$ cat src/rtl/fetch_unit.sv
// -----------------------------------------------------------------------------
// fetch_unit
// Instruction-fetch / program-counter stage of the multicycle MIPS core.
// Holds the PC and requests instructions over an imemREN/ihit handshake.
// It latches the fetched word and presents it to decode until the datapath
// reports completion via advance. It then loads the next PC, which is chosen
// from PCsrc (sequential, JR, J/JAL, BNE, BEQ).
//
// Ports
//   CLK, RST      core clock; synchronous active-high reset
//   ihit          icache: imemload valid for imemaddr this cycle
//   imemload      icache read data
//   imemREN       instruction read request (FETCH only)
//   imemaddr      instruction address, always equal to pc
//   instr         latched instruction for the control unit
//   instr_valid   instr is the instruction under execution (EXEC only)
//   pc, npc       current PC and pc+4 (JAL link value)
//   PCsrc         next-PC select from the control unit
//   addr          J/JAL target field
//   imm           branch offset
//   zero          ALU zero flag from the rs - rt compare
//   rdat1         rs value, used as the JR target
//   advance       current instruction has completed
//   halt          HALT decoded
//   halted        core stopped; sticky until reset
// -----------------------------------------------------------------------------
module fetch_unit #(
    parameter logic [31:0] PC_INIT = 32'h0000_0000
) (
    input  logic        CLK,
    input  logic        RST,
    input  logic        ihit,
    input  logic [31:0] imemload,
    output logic        imemREN,
    output logic [31:0] imemaddr,
    output logic [31:0] instr,
    output logic        instr_valid,
    output logic [31:0] pc,
    output logic [31:0] npc,
    input  logic [2:0]  PCsrc,
    input  logic [25:0] addr,
    input  logic [15:0] imm,
    input  logic        zero,
    input  logic [31:0] rdat1,
    input  logic        advance,
    input  logic        halt,
    output logic        halted
);

    localparam logic [1:0] FETCH  = 2'd0;
    localparam logic [1:0] EXEC   = 2'd1;
    localparam logic [1:0] HALTED = 2'd2;

    localparam logic [2:0] SRC_SEQ = 3'd0;
    localparam logic [2:0] SRC_JR  = 3'd2;
    localparam logic [2:0] SRC_J   = 3'd3;
    localparam logic [2:0] SRC_BNE = 3'd4;
    localparam logic [2:0] SRC_BEQ = 3'd5;

    // The reset PC is word aligned just like every other loaded PC.
    localparam logic [31:0] PC_RESET = {PC_INIT[31:2], 2'b00};

    logic [1:0]  state_r;
    logic [31:0] pc_r;
    logic [31:0] npc_r;
    logic [31:0] instr_r;
    logic        imem_ren_r;
    logic        instr_valid_r;
    logic        halted_r;

    logic [31:0] pc_plus4_s;
    logic [31:0] imm_sext_s;
    logic [31:0] branch_s;
    logic [31:0] target_s;
    logic [31:0] next_pc_s;

    // Next-PC selection; it is only sampled on the EXEC -> FETCH edge.
    always_comb begin
        pc_plus4_s = pc_r + 32'd4;
        imm_sext_s = {{16{imm[15]}}, imm};
        branch_s   = pc_plus4_s + {imm_sext_s[29:0], 2'b00};
        target_s   = pc_plus4_s;
        case (PCsrc)
            SRC_SEQ: target_s = pc_plus4_s;
            SRC_JR:  target_s = rdat1;
            SRC_J:   target_s = {pc_plus4_s[31:28], addr, 2'b00};
            SRC_BNE: target_s = zero ? pc_plus4_s : branch_s;
            SRC_BEQ: target_s = zero ? branch_s : pc_plus4_s;
            default: target_s = pc_plus4_s;
        endcase
        next_pc_s = {target_s[31:2], 2'b00};
    end

    // Fetch/execute/halt sequencing. The status flags are registered together
    // with the state, so no output has a combinational path from an input.
    // npc tracks pc + 4 as its own register.
    always_ff @(posedge CLK) begin
        if (RST) begin
            state_r       <= FETCH;
            pc_r          <= PC_RESET;
            npc_r         <= PC_RESET + 32'd4;
            instr_r       <= 32'd0;
            imem_ren_r    <= 1'b1;
            instr_valid_r <= 1'b0;
            halted_r      <= 1'b0;
        end else begin
            case (state_r)
                FETCH: begin
                    if (ihit) begin
                        instr_r       <= imemload;
                        state_r       <= EXEC;
                        imem_ren_r    <= 1'b0;
                        instr_valid_r <= 1'b1;
                    end else begin
                        state_r       <= FETCH;
                    end
                end
                EXEC: begin
                    // halt wins over a simultaneous advance; pc is kept.
                    if (halt) begin
                        state_r       <= HALTED;
                        instr_valid_r <= 1'b0;
                        halted_r      <= 1'b1;
                    end else if (advance) begin
                        pc_r          <= next_pc_s;
                        npc_r         <= next_pc_s + 32'd4;
                        state_r       <= FETCH;
                        imem_ren_r    <= 1'b1;
                        instr_valid_r <= 1'b0;
                    end else begin
                        state_r       <= EXEC;
                    end
                end
                HALTED: begin
                    state_r <= HALTED;
                end
                default: begin
                    // Unreachable encoding: re-fetch at the current PC.
                    state_r       <= FETCH;
                    imem_ren_r    <= 1'b1;
                    instr_valid_r <= 1'b0;
                    halted_r      <= 1'b0;
                end
            endcase
        end
    end

    assign imemREN     = imem_ren_r;
    assign imemaddr    = pc_r;
    assign pc          = pc_r;
    assign npc         = npc_r;
    assign instr       = instr_r;
    assign instr_valid = instr_valid_r;
    assign halted      = halted_r;

endmodule

$ cat config.mk
export PLATFORM = sky130hd
export DESIGN_NAME = fetch_unit
export DESIGN_NICKNAME = d
export VERILOG_FILES = /design/src/rtl/fetch_unit.sv
export SDC_FILE = /design/constraint.sdc
export NUM_CORES = 1
export LEC_CHECK = 0
export CORE_MARGIN = 5
export CORE_UTILIZATION = 37
export CTS_CLUSTER_SIZE = 10
export DETAILED_ROUTE_END_ITERATION = 8
export PLACE_DENSITY = 0.66
export RECOVER_POWER = 25
export SLEW_MARGIN = 20
export SYNTH_ARGS = -nofsm -noshare
export SYNTH_HDL_FRONTEND = slang
export SYNTH_SLANG_ARGS = --single-unit
$ cat constraint.sdc
create_clock -name CLK -period 12.09 [get_ports CLK]
set_clock_uncertainty 0.05 [all_clocks]
set_input_delay 3.0225 -clock CLK [delete_from_list [all_inputs] [get_ports CLK]]
set_output_delay 3.0225 -clock CLK [all_outputs]
set_load 0.02 [all_outputs]
# Word level (Yosys, flattened, before mapping)
# Index checks and enable logic that the tools add are counted.
# totals
wordCells	48
inputBits	115
regBits	99
out_inout_bits	131
# op_classes
eq_ne	11
bitwise_logic	3
mux	17
addsub	3
n_reduce_logical	7
# ops
cell	n
32-bit case mux with 4 select lines	1
32-bit by 3-bit adder with 32-bit output (second input constant)	2
32-bit 2-to-1 mux	2
32-bit adder	1
1-bit 2-to-1 mux	9
2-bit != test (second input constant)	4
3-bit by 2-bit equality test with 1-bit output (second input constant)	2
3-bit equality test (second input constant)	2
1-bit case mux with 3 select lines	2
2-bit case mux with 3 select lines	1
3-bit AND reduction	2
2-bit AND reduction	2
4-bit AND reduction	1
3-bit != test (second input constant)	1
1-bit NOT	3
2-bit by 1-bit equality test with 1-bit output (second input constant)	1
2-bit equality test (second input constant)	1
2-bit logical NOT	1
2-bit 2-to-1 mux	1
1-bit case mux with 2 select lines	1
2-bit OR reduction	1

# Longest topological paths before layout
# logic_depth
depth_word	5
mapped_depth	18
mapped_depth_nobuf	17

# Worst setup path after synthesis
# OpenSTA, ideal clock, no wires.
# synth_timing
path_kind	input port to flip-flop
from	input port imm[0]
to	register npc_r[24] (netlist: npc[24])
required_time_ns	11.908
slack_ns	5.629
setup_ns	0.132
t_arrival_ns	6.279
stages	14
path_cell_list	ha_1 inv_1 fa_1 o32ai_1 a21oi_1 inv_1 ha_1 nand2b_1 or4_1 a2111oi_2 nand3_1 or4_1 nand3_1 a21oi_1
# synth_via
elab_chain_cells	4
elab_cells_between_ends	5
classes_between	add/sub (2); mux (3)
# synth_lines
item	line	text
start, declared	42	input logic [15:0] imm,
32-bit adder (*)	81	branch_s = pc_plus4_s + {imm_sext_s[29:0], 2'b00};
32-bit 2-to-1 mux, on equally long branches	88, 87	
32-bit case mux with 4 select lines (*)	83	case (PCsrc)
via target_s[3]	74	logic [31:0] target_s;
32-bit by 3-bit adder with 32-bit output (*)	126	npc_r <= next_pc_s + 32'd4;
end signal, assigned	101	npc_r <= PC_RESET + 32'd4;
end signal, assigned	126	
end, declared	65	logic [31:0] npc_r;
# The timed path passes the listed nets; every way through them passes the cells marked *.
# A chain may end at the register's enable or synchronous reset.

# Worst setup path after layout
# layout_timing
from	input port PCsrc[2]
to	register npc_r[31] (netlist: npc[31])
# layout_via
elab_chain_cells	3
elab_cells_between_ends	6
classes_between	add/sub (1); eq/ne (4); mux (1)
# layout_lines
item	line	text
start, declared	40	input logic [2:0] PCsrc,
3-bit equality test or 3-bit by 2-bit equality test with 1-bit output (tied branches)	83	
32-bit case mux with 4 select lines (*)	83	
32-bit by 3-bit adder with 32-bit output (*)	126	
# Every way passes the cells marked *; elsewhere a longest branch is shown, timed or not.

==> results.cfg <==
[cts]
root_buffer = clkbuf_16
cts_tree = built
cts_resized = 0
postCtsHoldBufs = 0
htreeDepth = 3
numCtsBuffers = 9
cts_setup_buffers = 0
clockBufferDepth = 2
clk_pin_slew_ns = 0.07
clk_latency_ns = 0.34
cts_sinks = 97

[final_layout]
drive_gt1_share_pct = 4.34
final_util_pct = 49.7
nNetsFinal = 1390
final_cell_mix = clkdlybuf4s50_1, nand2_1, a21oi_1
final_common_cell = clkdlybuf4s50_1
synthToLayoutAreaGrowth_pct = 32.1
multi_input_area_mm2 = 0.00537
register_area_mm2 = 0.00194
finalInstanceArea_mm2 = 0.0105
antenna_cells = 0
fill_cells = 2092

[sta]
setup-tns-final_ns = 0
clock.fmax_ghz = 0.130
worstMarginPinSlew_ns = 2.28
fin_crit_sh_pct = 63.5
max-slew-margin-rel_pct = -51.8
setup_violations = 0
holdWs_ns = 0.394
rsz0062_at_grt = no
hold_viol = 0
final_max_slew_viol_count = 101
period_minus_slack_ns = 7.68

[grt]
use_met2_pct = 33.7
grt.total_usage_pct = 21.4
overflow = 0
grt-busiest-layer = met2
antenna_found_initial = 0
grt_pass1_vias = 7734
grt_max_degree = 80
grt_pass1_wl_um = 42500
use_met1_pct = 30.4
met3_usage_pct = 4.65

[flow_run]
cap_violations = 2

[status]
violations = max-capacitance violations, max-slew violations
status = finished, violations left

[route]
wirelength_um = 27400
num_vias = 8404
postRouteAntennaNets = 0
drt_iter0_drc = 675
wl_per_cell_um = 18.0
remaining_drc_errors = 0
vias_per_cell = 5.53
drt_first_pass_iters = 5

[yosys]
synth_simple_gate_area_share_pct = 26.2
synth_top_flop_cell = dfxtp_1
synth-edff-count = 0
yosysUniqueCellTypes = 79
synth_seq_area_share_pct = 24.5
muxShareOfSynthArea_pct = 4.13
synth-xor-area-share_pct = 5.85
synth_area_per_cell_um2 = 7.34
synth_compound_area_share_pct = 25.5
syn_inst = 1078
ys_seq_elements = 97
synth_top_family_by_area = simple AND/OR/NAND/NOR gates
synthAdderAreaFrac_pct = 5.79
yosysWarnings = 0
synthArstFlopShare_pct = 0
syn_area_mm2 = 0.00791

[worst_setup_path]
startpoint_type = input port
crit_required_ns = 12.27
setup.worst_path.start = PCsrc[2]
crit_path_end_kind = flop
r2r_start = imemaddr[3]
arrival_ns = 7.86
path_class = input port to flop
crit_fanout = 21

[placement]
dp_hpwl_um = 21300
gp_congestion = 0.934
placed_cell_area_mm2 = 0.0102
port_buffers = 237

[die]
die_y_um = 156
die_w_um = 156
coreArea_mm2 = 0.0210
row_count = 53
die_area_mm2 = 0.0244
ios = 246
initial_core_util_pct = 37.6

[pwr]
totalPowerFinal_uw = 883
pwr_density_cell_mw_per_mm2 = 84.5
ir_drop_mv = 0.0856
power_leakage_uw = 0.00390

[worst_hold_path]
hp-class = flop to flop
worstHoldStart = npc[2]
-- flip-flops by register name, summed over array words and instances, names as in the netlist --
name / count
instr: 32
imemaddr: 30
npc: 30
state_r: 2
halted: 1
imemREN: 1
instr_valid: 1
-- metal layers --
layer	vias up	routed length [um]
li1	4207	-
met5	-	0
met1	3901	12500
met2	274	12300
met3	22	2220
met4	0	356
-- cell families (layout without fill, tap and decap cells) --
group,after synthesis,after routing
simple gates,428,428
compound gates,306,306
buf+inv,126,287
flops,97,97
xor+xnor,52,52
fa+ha+maj,36,36
mux,32,32
other cells,1,6
-- power breakdown --
group	internal, uW	switching [uW]	total, uW	leakage [uW]
logic	116	150	266	0.00298
registers	333	13.4	346	0.000789
clock network	141	130	271	0.000128
-- through the flow --
stage,cells,setup WS [ns]
detailed placement,1503,4.14
global route,1519,4.08
floorplan,1083,5.63
CTS,1519,4.46
finish,1519,4.41
global placement,1503,4.16
-- cell type report --
class,instances,share of cell area (%)
multi-input cells,860,51.4
repair buffers,245,23.1
flip-flops and latches,97,18.6
well taps,275,3.29
clock buffers,9,2.15
inverters,26,0.934
clock inverters,7,0.515
-- final timing paths --
kind,to,slack (ns),depth (start not counted)
worst max-delay path,npc[31],4.41,10
worst min-delay path,npc[2],0.39,2
worst max register to register,npc[31],6.29,17
worst min register to register,npc[2],0.39,2
-- cells in the mapped netlist, types with 4 or more instances --
cell type  count  area, um2
mux2_2         5       56.3
o211ai_1       9       67.6
nor4_1         9       56.3
nand2_1      154        578
or3_1          9       56.3
and3_1        11       68.8
mux2i_1       27        270
nand3_1       35        175
a31oi_1       13       81.3
buf_4         38        285
a221oi_1       7       61.3
o31ai_1       10       75.1
a21oi_1      106        531
nand4_1       15       93.8
or4_1          8       60.1
a21o_1        19        143
a211oi_1      34        255
a31o_2         6       52.6
a211o_1        4       35.0
clkbuf_1      49        184
xnor2_1       35        307
and4_1         8       70.1
nor2_1        97        364
ha_1          35        438
o22ai_1        7       43.8
nand3b_1       7       52.6
nand2b_1       9       56.3
buf_2          7       35.0
dfxtp_1       97       1940
nor3_1        28        140
and2_1         9       56.3
nor2b_1        9       56.3
xor2_1        16        140
o21a_1         8       60.1
inv_1         26       97.6
o221ai_1       8       70.1
o21ai_0       30        150
buf_1          6       22.5
-- worst max-delay path, stage by stage --
cell             delay, ns
clkdlybuf4s50_1       0.51
nor2b_1               0.68
nand2_1               0.74
a211oi_1              0.65
o211ai_1              0.29
a2111oi_2             0.69
nand4b_1              0.22
or3_1                 0.37
or4_1                 0.40
a311oi_1              0.27
Power figures use the tool's default switching activity.
